**src/rtl/div_calib_sequencer.sv**
```systemverilog
// ---------------------------------------------------------------------------
// div_calib_sequencer
//
// Multi-pass calibration controller for the pulse-duration / divider-adjust
// datapath. After a start pulse it repeatedly measures the high time of
// i_PSI, compares it with i_setPeriod and nudges o_adjustedDiv up or down
// until LOCK_COUNT consecutive passes match exactly (lock). It gives up
// after MAX_PASSES passes, or when no pulse edge arrives within TIMEOUT
// clocks.
//
// Optional build macro:
//   DIV_CALIB_COARSE_STEP_EN - the adjust step starts at 2^(W-4) on every
//   start and halves (never below 1) each time the adjust direction
//   reverses. Without the macro the step is always 1. W must be at least 5
//   when the macro is defined.
//
// Ports:
//   i_clk           system clock, all logic on the rising edge
//   i_rst           asynchronous, active-low reset
//   i_start         single-cycle pulse, begins a calibration run
//   i_abort         single-cycle pulse, cancels the run and returns to idle
//   i_PSI           measured pulse input, sampled every clock
//   i_setPeriod     target high time in clock samples
//   o_adjustedDiv   current divider value (registered)
//   o_duration      last or ongoing measured high time (registered)
//   o_busy          high while arming, measuring or adjusting
//   o_locked        high in the locked state
//   o_fail          high in the fail state
//   o_timeout_err   set when the fail was caused by a timeout
//   o_pass_cnt      passes completed in the current run
// ---------------------------------------------------------------------------
module div_calib_sequencer #(
    parameter int             W          = 8,
    parameter int             MAX_PASSES = 32,
    parameter int             LOCK_COUNT = 2,
    parameter int             TIMEOUT    = 255,
    parameter logic [W-1:0]   DIV_INIT   = 'h7F
) (
    input  logic         i_clk,
    input  logic         i_rst,
    input  logic         i_start,
    input  logic         i_abort,
    input  logic         i_PSI,
    input  logic [W-1:0] i_setPeriod,
    output logic [W-1:0] o_adjustedDiv,
    output logic [W-1:0] o_duration,
    output logic         o_busy,
    output logic         o_locked,
    output logic         o_fail,
    output logic         o_timeout_err,
    output logic [5:0]   o_pass_cnt
);

    localparam int WC_W = $clog2(TIMEOUT + 1);

    typedef enum logic [2:0] {
        S_IDLE,
        S_ARM,
        S_MEASURE,
        S_ADJUST,
        S_LOCKED,
        S_FAIL
    } state_t;

    state_t            r_state;
    logic              r_prePsi;
    logic [W-1:0]      r_adjustedDiv;
    logic [W-1:0]      r_duration;
    logic [5:0]        r_passCnt;
    logic [2:0]        r_matchCnt;
    logic [WC_W-1:0]   r_waitCnt;
    logic              r_busy;
    logic              r_locked;
    logic              r_fail;
    logic              r_timeoutErr;

`ifdef DIV_CALIB_COARSE_STEP_EN
    logic [W-1:0]      r_step;
    logic              r_dirUp;
    logic              r_dirValid;
`endif

    logic              w_rise;
    logic              w_fall;
    logic [WC_W-1:0]   w_waitInc;
    logic              w_waitHit;
    logic              w_greater;
    logic              w_less;
    logic [W-1:0]      w_stepEff;
    logic [W:0]        w_sum;
    logic [W-1:0]      w_divUp;
    logic [W-1:0]      w_divDown;
    logic [5:0]        w_passNext;
    logic [2:0]        w_matchNext;

    assign w_rise = ~r_prePsi & i_PSI;
    assign w_fall = r_prePsi & ~i_PSI;

    // The timeout fires on the cycle where the wait counter would reach TIMEOUT.
    assign w_waitInc = r_waitCnt + 1'b1;
    assign w_waitHit = (w_waitInc == WC_W'(TIMEOUT));

    assign w_greater = (r_duration > i_setPeriod);
    assign w_less    = (r_duration < i_setPeriod);

    // Effective adjust step. In coarse mode a direction reversal against the
    // previous non-equal pass halves the step before it is applied.
`ifdef DIV_CALIB_COARSE_STEP_EN
    always_comb begin
        w_stepEff = r_step;
        if (r_dirValid && (w_greater || w_less) && (w_greater != r_dirUp)) begin
            if ((r_step >> 1) == '0) begin
                w_stepEff = W'(1);
            end else begin
                w_stepEff = r_step >> 1;
            end
        end
    end
`else
    assign w_stepEff = W'(1);
`endif

    // Saturating divider arithmetic and the post-update pass/match counts
    // that decide the exit from ADJUST.
    always_comb begin
        w_sum = {1'b0, r_adjustedDiv} + {1'b0, w_stepEff};
        w_divUp = w_sum[W] ? '1 : w_sum[W-1:0];
        w_divDown = (r_adjustedDiv < w_stepEff) ? '0 : (r_adjustedDiv - w_stepEff);
        w_passNext = r_passCnt + 6'd1;
        if (w_greater || w_less) begin
            w_matchNext = 3'd0;
        end else begin
            w_matchNext = r_matchCnt + 3'd1;
        end
    end

    // Main sequencer: state, counters, datapath registers and status flags.
    // Abort outranks every other event, including a same-cycle start.
    always_ff @(posedge i_clk or negedge i_rst) begin
        if (!i_rst) begin
            r_state       <= S_IDLE;
            r_prePsi      <= 1'b0;
            r_adjustedDiv <= DIV_INIT;
            r_duration    <= '0;
            r_passCnt     <= '0;
            r_matchCnt    <= '0;
            r_waitCnt     <= '0;
            r_busy        <= 1'b0;
            r_locked      <= 1'b0;
            r_fail        <= 1'b0;
            r_timeoutErr  <= 1'b0;
`ifdef DIV_CALIB_COARSE_STEP_EN
            r_step        <= W'(1 << (W - 4));
            r_dirUp       <= 1'b0;
            r_dirValid    <= 1'b0;
`endif
        end else begin
            r_prePsi <= i_PSI;
            if (i_abort) begin
                r_state      <= S_IDLE;
                r_busy       <= 1'b0;
                r_locked     <= 1'b0;
                r_fail       <= 1'b0;
                r_timeoutErr <= 1'b0;
            end else begin
                unique case (r_state)
                    S_IDLE, S_LOCKED, S_FAIL: begin
                        if (i_start) begin
                            r_state      <= S_ARM;
                            r_passCnt    <= '0;
                            r_matchCnt   <= '0;
                            r_waitCnt    <= '0;
                            r_busy       <= 1'b1;
                            r_locked     <= 1'b0;
                            r_fail       <= 1'b0;
                            r_timeoutErr <= 1'b0;
`ifdef DIV_CALIB_COARSE_STEP_EN
                            r_step       <= W'(1 << (W - 4));
                            r_dirUp      <= 1'b0;
                            r_dirValid   <= 1'b0;
`endif
                        end
                    end

                    S_ARM: begin
                        if (w_rise) begin
                            r_state    <= S_MEASURE;
                            r_duration <= '0;
                            r_waitCnt  <= '0;
                        end else if (w_waitHit) begin
                            r_state      <= S_FAIL;
                            r_busy       <= 1'b0;
                            r_fail       <= 1'b1;
                            r_timeoutErr <= 1'b1;
                        end else begin
                            r_waitCnt <= w_waitInc;
                        end
                    end

                    S_MEASURE: begin
                        if (w_fall) begin
                            r_state <= S_ADJUST;
                        end else if (w_waitHit) begin
                            r_state      <= S_FAIL;
                            r_busy       <= 1'b0;
                            r_fail       <= 1'b1;
                            r_timeoutErr <= 1'b1;
                        end else begin
                            r_waitCnt <= w_waitInc;
                            // The rising-edge sample itself is not counted,
                            // so H high samples measure as H-1.
                            if (r_prePsi && i_PSI && (r_duration != '1)) begin
                                r_duration <= r_duration + 1'b1;
                            end
                        end
                    end

                    S_ADJUST: begin
                        r_passCnt  <= w_passNext;
                        r_matchCnt <= w_matchNext;
                        if (w_greater) begin
                            r_adjustedDiv <= w_divUp;
                        end else if (w_less) begin
                            r_adjustedDiv <= w_divDown;
                        end
`ifdef DIV_CALIB_COARSE_STEP_EN
                        if (w_greater || w_less) begin
                            r_step     <= w_stepEff;
                            r_dirUp    <= w_greater;
                            r_dirValid <= 1'b1;
                        end
`endif
                        if (w_matchNext == 3'(LOCK_COUNT)) begin
                            r_state  <= S_LOCKED;
                            r_busy   <= 1'b0;
                            r_locked <= 1'b1;
                        end else if (w_passNext == 6'(MAX_PASSES)) begin
                            r_state <= S_FAIL;
                            r_busy  <= 1'b0;
                            r_fail  <= 1'b1;
                        end else begin
                            r_state   <= S_ARM;
                            r_waitCnt <= '0;
                        end
                    end

                    default: begin
                        r_state <= S_IDLE;
                        r_busy  <= 1'b0;
                    end
                endcase
            end
        end
    end

    assign o_adjustedDiv = r_adjustedDiv;
    assign o_duration    = r_duration;
    assign o_busy        = r_busy;
    assign o_locked      = r_locked;
    assign o_fail        = r_fail;
    assign o_timeout_err = r_timeoutErr;
    assign o_pass_cnt    = r_passCnt;

endmodule

```
**config.mk**
```make
export PLATFORM = sky130hd
export DESIGN_NAME = div_calib_sequencer
export DESIGN_NICKNAME = d
export VERILOG_FILES = /design/src/rtl/div_calib_sequencer.sv
export SDC_FILE = /design/constraint.sdc
export NUM_CORES = 1
export LEC_CHECK = 0
export CAP_MARGIN = 20
export CORE_ASPECT_RATIO = 0.75
export CORE_MARGIN = 2
export CORE_UTILIZATION = 55
export DETAILED_ROUTE_END_ITERATION = 10
export GPL_TIMING_DRIVEN = 0
export HOLD_SLACK_MARGIN = 0.12
export PLACE_DENSITY = 0.9
export SYNTH_ARGS = -nofsm -noshare
export SYNTH_HDL_FRONTEND = slang
export SYNTH_SLANG_ARGS = --single-unit
```
**constraint.sdc**
```tcl
create_clock -name i_clk -period 3.21 [get_ports i_clk]
set_input_delay 0.642 -clock i_clk [delete_from_list [all_inputs] [get_ports i_clk]]
set_output_delay 0.642 -clock i_clk [all_outputs]
set_load 0.02 [all_outputs]
```
* After elaboration in Yosys (flattened, before gate mapping)
Index checks and enable logic that the tools add are counted.
** Cells by class
- $add $sub $neg :: 6
- Order comparisons :: 3
- Equal/unequal tests :: 23
- Muxes and demuxes :: 53
- Bitwise operators :: 5
- Reduce and logical (&&, ||, !) cells :: 20
** Operators by type and width (number)
- $mux W8 :: 14
- $pmux W8 S4 :: 1
- $mux W3 :: 9
- $mux W1 :: 20
- $ne A3 B3 Y1 const B :: 6
- $reduce_and A6 Y1 :: 3
- $add A8 B1 Y8 const B :: 2
- $pmux W8 S2 :: 1
- $ne A2 B2 Y1 const B :: 7
- $pmux W3 S4 :: 1
- $pmux W6 S2 :: 1
- $add A8 B1 Y9 const B :: 1
- $eq A3 B2 Y1 const B :: 3
- $reduce_and A3 Y1 :: 3
- $eq A8 B8 Y1 const B :: 1
- $gt A8 B8 Y1 :: 1
- $lt A8 B1 Y1 const B :: 1
- $lt A8 B8 Y1 :: 1
- $ne A8 B8 Y1 const B :: 1
- $pmux W1 S4 :: 2
- $reduce_and A4 Y1 :: 2
- $reduce_bool A4 Y1 :: 2
- $sub A8 B1 Y8 const B :: 1
- $add A6 B1 Y6 const B :: 1
- other kinds (18) :: 25
** Word-level totals
- Flip-flop bits (word level) :: 41
- Bits of input ports :: 13
- Output and inout port bits :: 26
- Word-level logic and storage cells :: 121

* Depth between registers and ports, before layout
- Word-level depth :: 7
- Depth in mapped cells :: 10
- Mapped depth without buffers :: 9

* Least setup slack after synthesis
Ideal clock, no wire load.
- Path kind :: in2reg
- Start point :: in i_setPeriod[1]
- End point :: reg r_adjustedDiv[1], in the netlist o_adjustedDiv[1]
- Setup time :: 0.095 ns
- Arrival :: 2.383 ns
- Setup slack :: 0.732 ns
- Stages :: 10
- Path buffers :: 1
- Path through :: inv_1 ha_1 nor2b_1 o211a_1 o21ba_2 o21ai_1 buf_2 o21ai_0 o311ai_0 o21ai_0
** Between the ends
- Word-level cells in the longest chain between the ends :: 3
- Elaborated cells between the ends (all ways) :: 5
- Those cells by class :: 2 x order compare; 1 x mux; 2 x reduce/logical
** Ends and longest elaborated chain
- from (decl) :: line 44 : input logic [W-1:0] i_setPeriod,
- $gt A8 B8 Y1 / $lt A8 B8 Y1 (equally long branches) :: line 103, 104
- $reduce_bool A2 Y1 (no line)
- $reduce_and A3 Y1 (no line)
- to (signal assigned) :: line 222 : r_adjustedDiv <= w_divUp;
- to (signal assigned) :: line 224 : r_adjustedDiv <= w_divDown;
- to (decl) :: line 67 : logic [W-1:0] r_adjustedDiv;
Parallel ways exist; a longest one is shown, timed or not.
A chain may end at the register's enable or synchronous reset.

* Final worst setup path
- Start point :: in i_setPeriod[7]
- End point :: reg r_busy, in the netlist o_busy
** Between the ends
- Word-level cells in the longest chain between the ends :: 7
- Elaborated cells between the ends (all ways) :: 10
- Those cells by class :: 2 x order compare; 2 x eq/ne; 4 x mux; 2 x reduce/logical
** Ends and longest elaborated chain
- $gt A8 B8 Y1 / $lt A8 B8 Y1 (equally long branches) :: line 103, 104
- $logic_or A1 B1 Y1 (*) :: line 130 : if (w_greater || w_less) begin
- $mux W3 (*) :: line 130
- $eq A3 B2 Y1 (*) :: line 233 : if (w_matchNext == 3'(LOCK_COUNT)) begin
- $mux W1 :: line 233
- $pmux W1 S4 :: line 166 : unique case (r_state)
- $mux W1 :: line 159 : if (i_abort) begin
- to (signal assigned) :: line 161 : r_busy <= 1'b0;
- to (signal assigned) :: line 235 : r_busy <= 1'b0;
- to (signal assigned) :: line 239 : r_busy <= 1'b0;
- to (decl) :: line 72 : logic r_busy;
Mark *: on every way between the ends. The rest lies on a longest branch, timed or not.

==> out/qor.yml <==
global_route:
  grt_max_degree: 24
  grt_pass1_wl_mm: 11.7
  grt_use_total_pct: 25.9
  antenna_found_initial: 0
  grt_pass1_vias: 2501
  overflow: 0
job:
  drv_cap: 0
timing:
  worstMarginPinSlew_ns: 1.07
  fin_crit_sh_pct: 93.4
  slew_headroom_pct: 27.7
  rsz0062_at_grt: "no"
  setup_viol: 0
  hold_violations: 0
  slew_violations: 0
  period_minus_slack_ns: 3.00
  setup_slack_ns: 0.213
  finalClockSkew_ns: 0.00761
  clock.fmax_ghz: 0.334
synth:
  netlist_area_um2: 2800
  synth_cell_types: 64
  synth.avg_cell_area_um2: 8.35
  ys_seq_elements: 41
  syn-instance-count: 336
  seq_area_frac_synth_pct: 36.9
  syn_nets: 364
  synth_ff_type: "dfrtp_1"
  synth-edff-count: 0
  yosysWarningCount: 0
  async_flop_share_pct: 100
die:
  die_width_um: 86.4
  rows: 22
  die_h_um: 65.8
  initial_core_util_pct: 57.2
  die_area_um2: 5690
  ioPinCount: 39
  core_um2: 4900
detailed_routing:
  wirelength_mm: 6.82
  vias: 2689
  vias_per_cell: 6.08
  firstDrtPassIters: 4
  dr.first_iter.drc_count: 187
  drtAntennaViolNets: 0
  drc: 0
  wire_per_inst_um: 15.4
worst_setup_path:
  crit_required_ns: 3.39
  worstPathArrival_ns: 3.18
  critPathMaxFanout: 5
  ff2ff_setup_slack_ns: 0.61
  end_kind: "register"
  path_class: "input port to register"
  cp-start-kind: "input port"
clock_tree:
  hold_buffers: 0
  cts-buffers-inserted: 5
  htreeDepth: 2
  cts_resized: 0
  clk_pin_slew_worst_paths_ns: 0.08
  max-clock-path-buffers: 2
  insertion_delay_ns: 0.30
  cts_tree: "yes"
  cts_sinks: 41
  postCtsSetupRepairBufs: 0
  clock-root-buffer: "clkbuf_8"
power_and_ir_drop:
  power.density_nw_per_um2: 444
  leakagePower_nw: 1.51
  ir_drop_uv: 262
worst_hold_path:
  hold_class: "input port to asynchronous set/reset pin"
outcome:
  status: "completed"
cells_and_area:
  nNetsFinal: 409
  area_growth_pct: 20.8
  instances_no_fill: 442
  layout-drive-gt1-share_pct: 8.90
  antenna_cells: 0
placed_design:
  gp_congestion: 0.906
  dp.cells: 434
  pre_cts_ws_ns: -0.0486
  dp_hpwl_mm: 4.81
  portBuffers: 37
stage by stage:
stage | instance area (um^2) | util, % | hold WS (ns) | TNS [ns] | total power [mW]
2_1_floorplan | 2800 | - | 0.346 | 0 | 0.914
3_3_place_gp | 3250 | 66.3 | 0.476 | -0.0193 | 1.04
3_5_place_dp | 3270 | 66.8 | 0.478 | -0.0509 | 1.07
4_1_cts | 3390 | 69.2 | 0.308 | 0 | 1.50
5_1_grt | 3390 | 69.2 | 0.321 | 0 | 1.60
6_report | 3390 | 69.2 | 0.297 | 0 | 1.50
kinds of logic after synthesis:
kind of cell | Yosys count | share of synthesized area [%]
AO/OA/AOI/OAI | 106 | 24.3
XOR/XNOR | 10 | 3.12
adder cells (fa/ha/maj) | 15 | 6.69
buffers and inverters | 32 | 4.51
flip-flops | 41 | 36.9
multiplexers | 2 | 0.759
AND/OR/NAND/NOR | 130 | 23.7
synthesized netlist by cell type, types with 2 or more instances:
library cell	n	area, um^2
ha_1	15	188
nor2_1	38	143
o21bai_1	2	15.0
buf_2	5	25.0
a21o_1	5	37.5
or3_1	2	12.5
or2_2	2	12.5
xnor2_1	5	43.8
o211a_1	2	20.0
a32o_1	2	20.0
o21a_1	2	15.0
a221oi_1	2	17.5
a21oi_1	25	125
nor3_1	9	45.0
nand3b_1	2	15.0
a31oi_1	4	25.0
o22ai_1	2	12.5
o21ai_0	32	160
nor4_1	2	12.5
a21oi_2	2	17.5
nand4_1	6	37.5
clkbuf_1	4	15.0
o31ai_1	5	37.5
nand2b_1	4	25.0
nand2_1	27	101
o21ai_1	4	20.0
xor2_1	5	43.8
dfrtp_1	34	851
and3_1	11	68.8
dfstp_2	7	184
o22a_1	2	17.5
inv_1	22	82.6
nand3_1	12	60.1
nor2b_1	3	18.8
registers in the layout (all words and copies together), names as in the netlist:
register	count
r_state	3
r_matchCnt	3
o_busy	1
o_duration	8
o_fail	1
o_pass_cnt	6
o_timeout_err	1
r_prePsi	1
o_adjustedDiv	8
o_locked	1
r_waitCnt	8
area by class of cell:
cell class / instances / area, um^2
multi-input combinational: 263 / 1640
fill: 394 / 1510
sequential: 41 / 1030
timing repair buffer: 38 / 393
clock buffer: 7 / 86.3
inverter: 22 / 82.6
tap: 60 / 75.1
buffer: 10 / 43.8
clock inverter: 1 / 30.0
worst paths after layout:
kind | cells past startpoint | to | startpoint
setup / recovery | 10 | o_busy | i_setPeriod[7]
hold / removal | 1 | o_pass_cnt[4] | i_rst
setup reg to reg | 8 | o_busy | o_duration[5]
hold reg to reg | 1 | o_busy | o_busy
max in group asynchronous | 2 | r_prePsi | i_rst
min in group i_clk | 1 | o_busy | o_busy
routing by layer:
metal | wire, um | track usage (%) | vias to the layer above
met1 | 3190 | 35.7 | 1256
met5 | 0 | 0 | -
met4 | 102 | 6.64 | 0
li1 | - | - | 1315
met3 | 477 | 4.87 | 12
met2 | 3050 | 42.2 | 106
critical path: stages:
cell	delay, ns
clkdlybuf4s50_1	0.46
inv_1	0.05
ha_1	0.31
a21oi_1	0.16
o21ai_1	0.15
o31ai_1	0.49
nor2_1	0.16
nor3_1	0.32
nor3_2	0.10
mux2_1	0.33
cell usage in the layout, fill, tap and decap left out, types with 6 or more instances in the layout:
cell             count
and3_1              11
o21ai_0             32
buf_2                6
clkdlybuf4s50_1     36
dfstp_2              7
nor2_1              38
inv_1               22
nand2_1             27
nor3_1               9
a21oi_1             25
nand4_1              6
ha_1                15
dfrtp_1             34
nand3_1             12
clkbuf_8             6
power breakdown:
group	internal, mW	leakage (nW)	total (mW)	switching (mW)
clock	0.254	0.0585	0.439	0.185
sequential	0.575	0.535	0.636	0.0612
combinational	0.183	0.920	0.429	0.245
total	1.01	1.51	1.50	0.492
Power figures use the tool's default switching activity.
